<file path="src/rtl/sram_arb_pkg.sv">
// Shared constants for the two-requester SRAM arbiter.
//   ST_*  : 2-bit FSM state encodings (11 is illegal and recovers to IDLE)
//   RQ0/1 : requester ids as carried in the transaction register
package sram_arb_pkg;
  localparam logic [1:0] ST_IDLE   = 2'b00;
  localparam logic [1:0] ST_ACCESS = 2'b01;
  localparam logic [1:0] ST_RESP   = 2'b10;

  localparam logic RQ0 = 1'b0;
  localparam logic RQ1 = 1'b1;
endpackage

</file>
<file path="src/rtl/sram_arbiter_if.sv">
// Bus bundle between the two requesters, the arbiter and the SRAM.
//   rq0_* / rq1_* : req/we/addr/wdata in, ack/rdata out (one-cycle ack pulse)
//   mem_*         : SRAM cs/wr_en/addr/wr_data out, rd_data in (combinational)
//   busy          : arbiter not idle
// Modports: slave = arbiter view, master = requesters + SRAM view.
interface sram_arbiter_if #(
  parameter int N = 4,
  parameter int W = 4,
  parameter int A = $clog2(N)
);
  logic         rq0_req, rq0_we, rq0_ack;
  logic [A-1:0] rq0_addr;
  logic [W-1:0] rq0_wdata, rq0_rdata;
  logic         rq1_req, rq1_we, rq1_ack;
  logic [A-1:0] rq1_addr;
  logic [W-1:0] rq1_wdata, rq1_rdata;
  logic         mem_cs, mem_wr_en;
  logic [A-1:0] mem_addr;
  logic [W-1:0] mem_wr_data, mem_rd_data;
  logic         busy;

  modport slave (
    input  rq0_req, rq0_we, rq0_addr, rq0_wdata,
    input  rq1_req, rq1_we, rq1_addr, rq1_wdata,
    input  mem_rd_data,
    output rq0_ack, rq0_rdata, rq1_ack, rq1_rdata,
    output mem_cs, mem_wr_en, mem_addr, mem_wr_data, busy
  );

  modport master (
    output rq0_req, rq0_we, rq0_addr, rq0_wdata,
    output rq1_req, rq1_we, rq1_addr, rq1_wdata,
    output mem_rd_data,
    input  rq0_ack, rq0_rdata, rq1_ack, rq1_rdata,
    input  mem_cs, mem_wr_en, mem_addr, mem_wr_data, busy
  );
endinterface

</file>
<file path="src/rtl/sram_rr_pick.sv">
// Combinational winner select for two requesters.
//   req[1:0]  : pending requests
//   prio      : id favoured when both request (round-robin pointer)
//   gnt_valid : some request is pending
//   gnt_id    : winning requester id
// Build option SRAM_ARB_FIXED_PRIO_EN: requester 0 always wins a tie and
// prio is ignored.
module sram_rr_pick
  import sram_arb_pkg::*;
(
  input  logic [1:0] req,
  input  logic       prio,
  output logic       gnt_valid,
  output logic       gnt_id
);
  always_comb begin
    gnt_valid = |req;
`ifdef SRAM_ARB_FIXED_PRIO_EN
    gnt_id = req[0] ? RQ0 : RQ1;
`else
    if (req == 2'b11) gnt_id = prio;
    else              gnt_id = req[1] ? RQ1 : RQ0;
`endif
  end
endmodule

</file>
<file path="src/rtl/sram_arbiter.sv">
// Two-requester arbiter/sequencer for a single-port SRAM.
// IDLE -> ACCESS -> RESP -> IDLE; ack arrives two cycles after the grant.
//   clk  : system clock (posedge)
//   rst  : synchronous active-high reset
//   bus  : sram_arbiter_if.slave (requester handshakes, SRAM pins, busy)
// Build option SRAM_ARB_FIXED_PRIO_EN: fixed priority to requester 0,
// no round-robin pointer.
module sram_arbiter
  import sram_arb_pkg::*;
#(
  parameter int N = 4,
  parameter int W = 4,
  parameter int A = $clog2(N)
) (
  input  logic           clk,
  input  logic           rst,
  sram_arbiter_if.slave  bus
);
  typedef struct packed {
    logic         id;
    logic         we;
    logic [A-1:0] addr;
    logic [W-1:0] wdata;
  } txn_t;

  logic [1:0] state;
  txn_t       txn, req_txn;
  logic [W-1:0] rdata_q;
  logic       prio, gnt_valid, gnt_id;
  logic       in_access, ack_ok, ack0, ack1;

  sram_rr_pick u_pick (
    .req       ({bus.rq1_req, bus.rq0_req}),
    .prio      (prio),
    .gnt_valid (gnt_valid),
    .gnt_id    (gnt_id)
  );

  // Payload of the current winner, latched only at grant.
  always_comb begin
    req_txn.id    = gnt_id;
    req_txn.we    = gnt_id ? bus.rq1_we    : bus.rq0_we;
    req_txn.addr  = gnt_id ? bus.rq1_addr  : bus.rq0_addr;
    req_txn.wdata = gnt_id ? bus.rq1_wdata : bus.rq0_wdata;
  end

  always_ff @(posedge clk) begin
    if (rst) begin
      state   <= ST_IDLE;
      txn     <= '0;
      rdata_q <= '0;
    end else begin
      case (state)
        ST_IDLE: if (gnt_valid) begin
          txn   <= req_txn;
          state <= ST_ACCESS;
        end
        ST_ACCESS: begin
          if (!txn.we) rdata_q <= bus.mem_rd_data;
          state <= ST_RESP;
        end
        ST_RESP: state <= ST_IDLE;
        default: state <= ST_IDLE;
      endcase
    end
  end

`ifdef SRAM_ARB_FIXED_PRIO_EN
  assign prio = RQ0;
`else
  // Loser of each grant is favoured next time.
  always_ff @(posedge clk) begin
    if (rst)                              prio <= RQ0;
    else if (state == ST_IDLE && gnt_valid) prio <= ~gnt_id;
  end
`endif

  // SRAM pins follow the state alone (not rst), so a write in an ACCESS
  // cycle that coincides with reset still lands.
  assign in_access       = (state == ST_ACCESS);
  assign bus.mem_cs      = in_access;
  assign bus.mem_wr_en   = in_access & txn.we;
  assign bus.mem_addr    = in_access ? txn.addr  : '0;
  assign bus.mem_wr_data = in_access ? txn.wdata : '0;

  // Reset in RESP suppresses the ack: the transaction is dropped.
  assign ack_ok        = (state == ST_RESP) && !rst;
  assign ack0          = ack_ok && (txn.id == RQ0);
  assign ack1          = ack_ok && (txn.id == RQ1);
  assign bus.rq0_ack   = ack0;
  assign bus.rq1_ack   = ack1;
  assign bus.rq0_rdata = (ack0 && !txn.we) ? rdata_q : '0;
  assign bus.rq1_rdata = (ack1 && !txn.we) ? rdata_q : '0;
  assign bus.busy      = (state != ST_IDLE);
endmodule

</file>
<file path="src/flat_wrapper.sv">
// flat-port wrapper written by rule: the top's interface ports become plain ports
module sram_arbiter_flat import sram_arb_pkg::*;
#(
  parameter int N = 4,
  parameter int W = 4,
  parameter int A = $clog2(N)
)
  (clk, rst, bus_rq0_req, bus_rq0_we, bus_rq0_addr, bus_rq0_wdata, bus_rq1_req, bus_rq1_we, bus_rq1_addr, bus_rq1_wdata, bus_mem_rd_data, bus_rq0_ack, bus_rq0_rdata, bus_rq1_ack, bus_rq1_rdata, bus_mem_cs, bus_mem_wr_en, bus_mem_addr, bus_mem_wr_data, bus_busy);
  sram_arbiter_if #(.N(N), .W(W), .A(A)) bus_i ();
  input  logic clk;
  input  logic rst;
  input wire logic [$bits(bus_i.rq0_req)-1:0] bus_rq0_req;
  input wire logic [$bits(bus_i.rq0_we)-1:0] bus_rq0_we;
  input wire logic [$bits(bus_i.rq0_addr)-1:0] bus_rq0_addr;
  input wire logic [$bits(bus_i.rq0_wdata)-1:0] bus_rq0_wdata;
  input wire logic [$bits(bus_i.rq1_req)-1:0] bus_rq1_req;
  input wire logic [$bits(bus_i.rq1_we)-1:0] bus_rq1_we;
  input wire logic [$bits(bus_i.rq1_addr)-1:0] bus_rq1_addr;
  input wire logic [$bits(bus_i.rq1_wdata)-1:0] bus_rq1_wdata;
  input wire logic [$bits(bus_i.mem_rd_data)-1:0] bus_mem_rd_data;
  output wire logic [$bits(bus_i.rq0_ack)-1:0] bus_rq0_ack;
  output wire logic [$bits(bus_i.rq0_rdata)-1:0] bus_rq0_rdata;
  output wire logic [$bits(bus_i.rq1_ack)-1:0] bus_rq1_ack;
  output wire logic [$bits(bus_i.rq1_rdata)-1:0] bus_rq1_rdata;
  output wire logic [$bits(bus_i.mem_cs)-1:0] bus_mem_cs;
  output wire logic [$bits(bus_i.mem_wr_en)-1:0] bus_mem_wr_en;
  output wire logic [$bits(bus_i.mem_addr)-1:0] bus_mem_addr;
  output wire logic [$bits(bus_i.mem_wr_data)-1:0] bus_mem_wr_data;
  output wire logic [$bits(bus_i.busy)-1:0] bus_busy;
  assign bus_i.rq0_req = bus_rq0_req;
  assign bus_i.rq0_we = bus_rq0_we;
  assign bus_i.rq0_addr = bus_rq0_addr;
  assign bus_i.rq0_wdata = bus_rq0_wdata;
  assign bus_i.rq1_req = bus_rq1_req;
  assign bus_i.rq1_we = bus_rq1_we;
  assign bus_i.rq1_addr = bus_rq1_addr;
  assign bus_i.rq1_wdata = bus_rq1_wdata;
  assign bus_i.mem_rd_data = bus_mem_rd_data;
  assign bus_rq0_ack = bus_i.rq0_ack;
  assign bus_rq0_rdata = bus_i.rq0_rdata;
  assign bus_rq1_ack = bus_i.rq1_ack;
  assign bus_rq1_rdata = bus_i.rq1_rdata;
  assign bus_mem_cs = bus_i.mem_cs;
  assign bus_mem_wr_en = bus_i.mem_wr_en;
  assign bus_mem_addr = bus_i.mem_addr;
  assign bus_mem_wr_data = bus_i.mem_wr_data;
  assign bus_busy = bus_i.busy;
  sram_arbiter #(.N(N), .W(W), .A(A)) u_core (.clk(clk), .rst(rst), .bus(bus_i));
endmodule
</file>
<file path="config.mk">
export PLATFORM = sky130hd
export DESIGN_NAME = sram_arbiter_flat
export DESIGN_NICKNAME = d
export VERILOG_FILES = /design/src/rtl/sram_arb_pkg.sv /design/src/rtl/sram_arbiter_if.sv /design/src/rtl/sram_rr_pick.sv /design/src/rtl/sram_arbiter.sv /design/src/flat_wrapper.sv
export SDC_FILE = /design/constraint.sdc
export NUM_CORES = 1
export LEC_CHECK = 0
export ABC_AREA = 0
export CAP_MARGIN = 10
export CORE_ASPECT_RATIO = 1.4
export CORE_MARGIN = 3
export CORE_UTILIZATION = 35
export DETAILED_ROUTE_END_ITERATION = 12
export PLACE_DENSITY = 0.73
export SLEW_MARGIN = 20
export SYNTH_ARGS = -nofsm -noshare
export SYNTH_HDL_FRONTEND = slang
export SYNTH_SLANG_ARGS = --single-unit
</file>
<file path="constraint.sdc">
create_clock -name clk -period 1.6 [get_ports clk]
set_clock_uncertainty 0.15 [all_clocks]
set_input_delay 0.16 -clock clk [delete_from_list [all_inputs] [get_ports clk]]
set_output_delay 0.16 -clock clk [all_outputs]
set_load 0.01 [all_outputs]
</file>
==> results.yml <==
hold_path:
  holdCritPathClass: "in2reg"
critical_path:
  cp_common_cell: "buf_6"
  reg2reg_depth: 5
  endpoint_kind: "output port"
  crit_fanout: 3
  endpoint: "bus_rq0_rdata[1]"
  crit_path_cell_trace: "or3b_4, nor3_4, buf_6, and2_4, buf_6"
  crit_required_ns: 1.29
  slowest_stage: "or3b_4"
  r2r-end: "u_core.txn[4]"
  cp-start-kind: "flop"
  rrSetupSlack_ns: 0.11
  critPathKind: "reg2out"
  cp_slowest_stage_delay_ns: 0.43
  critPathArrivalTime_ns: 1.56
  cp-startpoint: "u_core.state[0]"
  r2r_start: "u_core.state[0]"
floorplan:
  io_pins: 41
  die_w_microns: 45.6
  die_area_sq_um: 2810
  std_cell_rows: 19
  start_util: 0.381
  die_h_microns: 61.5
  core-area_sq_um: 2020
layout:
  finalInstanceArea_sq_um: 1320
  area_growth_pct: 71.4
  num_antenna_cells: 0
  finalNonFillerCells: 168
  nNetsFinal: 170
  drive_gt1_frac: 0.354
yosys:
  netlist_area_sq_um: 769
  synth_warnings: 0
  async_flop_share: 0
  synth-seq-area-share: 0.390
  synth_cells: 91
  synth_top_area_cell: "dfxtp_1"
  yosysUniqueCellTypes: 23
  avgSynthCellArea_sq_um: 8.46
  synth_ff_type: "dfxtp_1"
  synth_top_area_share: 0.390
  synth_edf_count: 0
  synth_nets: 113
  ys_ff_latch: 15
  ys_top_cells_by_area: "dfxtp_1, and2_1, nand3_1"
timing:
  max_freq_ghz: 0.536
  setup_viol: 18
  finalHoldViolCount: 0
  fin_ws_ns: -0.266
  fin_crit_sh: 1.17
  tightest_slew_ns: 0.491
  fin_hold_ws_ns: 0.287
  rsz0062_at_grt: "yes"
  final_max_slew_viol_count: 0
  relSlewSlack: 0.671
  min_period_ns: 1.87
grt:
  grt_pass1_wl_microns: 3830
  grt_pass1_vias: 878
  grt_max_degree: 16
  overflow: 0
  antenna_found_initial: 0
  grt_usage: 0.189
clock_network:
  cts_inserted_buffers: 3
  clk_path_buf_depth: 2
  cts_tree: "built"
  clk_pin_slew_ns: 0.09
  htreeDepth: 1
  clkLatencyLatePin_ns: 0.29
  root_buffer: "clkbuf_4"
  clock_sinks: 15
drt:
  via_per_inst: 5.22
  wirelength_microns: 2480
  wl_met1_microns: 907
  topRoutingLayerUsed: "met4"
  drcViolationCount: 0
  first_iter_violations: 15
  wl_met3_microns: 157
  wl_per_cell_microns: 14.8
  met2_length_microns: 1380
  drtPass1Iterations: 4
  num_vias: 877
  final_antenna_net_count: 0
place:
  gp_congestion: 0.849
  placed_cells: 159
  hpwl_microns: 1720
  port_buffers: 40
  placed_area_sq_um: 1260
pwr:
  p_leak_uw: 0.000555
  vdd_drop_max_mv: 0.527
  power_density_nw_per_um2: 689
  power_uw: 909
status:
  status: "finished, violations left"
  violations: "negative setup slack"
run:
  drv_cap: 0
## worst min path at each step
stage / start / end / cells past startpoint
floorplan: rst / u_core.txn[5] / 1
global route: bus_rq1_wdata[2] / u_core.txn[2] / 3
global placement: u_core.txn[1] / u_core.txn[1] / 2
detailed placement: u_core.txn[1] / u_core.txn[1] / 2
finish: bus_rq0_wdata[0] / u_core.txn[0] / 3
CTS: bus_rq0_wdata[0] / u_core.txn[0] / 3
## worst max-delay path, delay by kind of cell (launching register included)
family / cells / cell delay [ns]
flops: 1 / 0.33
buf+inv: 2 / 0.21
simple gates: 3 / 0.71
## layout make-up
cell class	count	area [sq um]
Fill cell	177	702
Timing Repair Buffer	57	500
Multi-Input combinational cell	70	458
Sequential cell	15	303
Tap cell	21	26.3
Clock buffer	3	22.5
Clock inverter	1	5.00
Inverter	1	3.75
## sequential cells by signal, summed over array words and instances (netlist names)
register        count
u_core.state        2
u_core.prio         1
u_core.rdata_q      4
u_core.txn          8
## where the power goes
group	internal, uW	switching [uW]
Combinational	146	113
Sequential	405	21.8
Clock	93.2	130
Total	645	264
## stage by stage
stage | worst slack (ns) | TNS, ns | utilization
4_1_cts | -0.296 | -3.76 | 0.645
5_1_grt | -0.318 | -4.94 | 0.653
3_5_place_dp | -0.617 | -6.56 | 0.623
3_3_place_gp | -0.551 | -6.19 | 0.623
2_1_floorplan | 0.148 | 0 | -
6_report | -0.266 | -3.91 | 0.653
## routing by layer
metal,track usage,up-vias
li1,-,434
met1,0.194,403
met2,0.381,35
met3,0.0175,5
met4,0.0628,0
met5,0,-
## Yosys cell counts, types with 2 or more instances
library cell,n
a31oi_1,7
and2_1,15
clkbuf_1,2
dfxtp_1,15
mux2i_1,4
nand3_1,14
nor2_1,9
nor3_2,2
nor3b_2,3
o21ai_0,7
## kinds of logic (layout without fill, tap and decap cells)
family / count (synthesis) / after routing / synth area share
flip-flops: 15 / 15 / 0.390
multiplexers: 4 / 4 / 0.0520
AO/OA/AOI/OAI: 16 / 16 / 0.124
buffers and inverters: 6 / 62 / 0.0406
AND/OR/NAND/NOR: 50 / 50 / 0.394
## layout by cell type (no fill, tap or decap), drive strengths merged
| cell type | instances |
|---|---|
| a211oi | 1 |
| a31oi | 7 |
| nand2b | 1 |
| nor2 | 9 |
| clkdlybuf4s15 | 7 |
| a2bb2oi | 1 |
| buf | 28 |
| nand3 | 14 |
| inv | 1 |
| nor2b | 1 |
| clkdlybuf4s50 | 21 |
| dfxtp | 15 |
| mux2i | 4 |
| dlygate4sd2 | 1 |
| nor3b | 3 |
| nor3 | 3 |
| or3b | 1 |
| and2b | 1 |
| clkinv | 1 |
| and2 | 15 |
| or2 | 1 |
| clkbuf | 3 |
| nand2 | 1 |
| o21ai | 7 |
## timing repair
action                                  4_1_cts  5_1_grt
setup buffers                                 4        1
pin swaps                                     8        4
hold buffers                                  0        0
gates resized for setup                      74        3
endpoints found under the setup margin       19       18
cloned                                        0        0
hold endpoints to repair                      0        0
Note: power is estimated with default switching activity, not from simulation.
==> patch (same settings) <==
The option `SRAM_ARB_FIXED_PRIO_EN` is turned on by a define.
--- a/src/rtl/sram_rr_pick.sv
+++ b/src/rtl/sram_rr_pick.sv
@@ -5,6 +5,8 @@
 //   gnt_id    : winning requester id
 // Build option SRAM_ARB_FIXED_PRIO_EN: requester 0 always wins a tie and
 // prio is ignored.
+`define SRAM_ARB_FIXED_PRIO_EN
+
 module sram_rr_pick
   import sram_arb_pkg::*;
 (
Formal check against the unedited RTL: not equivalent (Yosys sat finds a counterexample within 10 cycles, from zero or initial values and one cycle with rst high).
==> patch against the unedited design <==
- the flow still finishes with violations (setup timing)
- routed wire length down 16%
- area after synthesis rose by 0.65%
- total power rose by 0.73%
- setup slack better by 0.11 ns
- final area is 1.7% lower
- sequential cell count fell by 1
- critical path depth rose by 1
- largest cell class is now multi-input combinational cells
- highest routed layer unchanged
==> patch: results (changes against the unedited design) <==
NUMBER_OF_OPTIMIZATION_ITERATIONS_IN_THE_FIRST_DETAILED_ROUTE_PASS=2  # -2
CRITICAL_PATH.REG2REG.STARTPOINT='u_core.txn[6]'
WL_MET1_UM=793  # -13%
CP_ARRIVAL_NS=1.45  # -0.11 ns
POST_CTS_RESIZED=82  # +11%
NETLIST_TOP_CELLS_COUNT='and2_1 (15), dfxtp_1 (14), mux2i_1 (11), a21oi_1 (8), a211oi_2 (7)'
FINAL.SETUP.TNS_NS=-1.22  # +2.69 ns
GLOBAL_ROUTE_TRACK_USAGE_ON_MET2_PCT=24.4  # -14 points
SEQUENTIAL_AREA_SHARE_AFTER_SYNTHESIS_PCT=36.2  # -2.8 points
MAPPEDNETLISTNETS=101  # -11%
MAXIMUM_NUMBER_OF_PINS_ON_ONE_NET_BEFORE_GLOBAL_ROUTE_REPAIR=11  # -5
STATUS='finished with violations'
R2R_SLACK_NS=0.22  # +0.11 ns
PLACED_CELL_AREA_UM2=1240  # -1.6%
SMALLEST_SETUP_SLACK_AFTER_LAYOUT_NS=-0.157  # +0.109 ns
ROUTED-WL-MET3_UM=71  # -55%
SYNTH_AREA_LEADERS='dfxtp_1 (36%), mux2i_1 (14%), and2_1 (12%)'
WORST_IR_DROP_VDD_mV=0.545  # +3.4%
TIMING.CRITICAL_PATH.TO='bus_rq1_rdata[0]'
DRT_ITER0_MARKERS=5  # -10
WORSTHOLDENDPOINT='u_core.rdata_q[0]'
STARTPOINT_OF_THE_MOST_CRITICAL_HOLD_PATH='rst'
YOSYSUNIQUECELLTYPES=17  # -26%
AVGVIACOUNTPERCELL=4.89  # -6.3%
MET2_LENGTH_UM=1190  # -14%
GLOBAL_ROUTE_WIRE_LENGTH_BEFORE_REPAIR_UM=3190  # -17%
CTS.REPAIR_TIMING.SETUP_BUFFER_COUNT=2  # -2
VIOLATIONS='setup timing'
WORST_SLEW_PIN_SLEW_NS=0.209  # -0.282 ns
PLACE.GP.CONGESTION=0.672  # -21%
TIMING.FINAL.SETUP_VIOLATIONS=10  # -8
FIRST_GLOBAL_VIAS=685  # -22%
P_LEAK_uW=0.000590  # +6.2%
==> patch: changes by cell type in the layout (fill, tap and decap cells not counted), moves of 7 or more <==
| cell | delta |
|---|---|
| a211oi_2 | +7 |
| a21oi_1 | +8 |
| a31oi_1 | -7 |
| clkdlybuf4s15_2 | -7 |
| mux2i_1 | +7 |
| nand3_1 | -14 |
| o21ai_0 | -7 |
==> patch: through the flow <==
| step | hold slack [ns] | setup slack, ns | cells |
|---|---|---|---|
| floorplan | 0.0746 | 0.125 | 79 |
| global placement | 0.344 | -0.660 | 145 |
| detailed placement | 0.353 | -0.698 | 145 |
| CTS | 0.201 | -0.207 | 151 |
| global route | 0.212 | -0.245 | 154 |
| finish | 0.226 | -0.157 | 154 |
==> patch: worst max-delay path, stage by stage (launching register included) <==
cell and delay, ns:
dfxtp_2 0.33, buf_6 0.11, and4bb_2 0.22, nor2b_4 0.13, buf_6 0.12, and2_4 0.15
buf_6 0.11
==> patch: layout make-up <==
| cell class | count | area [um2] |
|---|---|---|
| fill | 186 | 724 |
| multi-input combinational | 58 | 474 |
| timing repair buffer | 56 | 473 |
| sequential | 14 | 283 |
| clock buffer | 4 | 36.3 |
| tap | 21 | 26.3 |
| inverter | 1 | 3.75 |
==> patch: cell families after synthesis <==
logic type	count (synthesis)	synth area share, %
buffers and inverters	7	6.30
AOI/OAI and AO/OA	16	17.4
and+or+nand+nor	31	25.8
DFF	14	36.2
muxes	11	14.2
==> patch: where the power goes <==
part | switching [uW] | internal [uW] | leakage (uW) | total (uW)
sequential | 21.5 | 382 | 0.000116 | 403
combinational | 110 | 148 | 0.000453 | 258
clock | 116 | 138 | 0.0000210 | 255
total | 248 | 668 | 0.000590 | 916
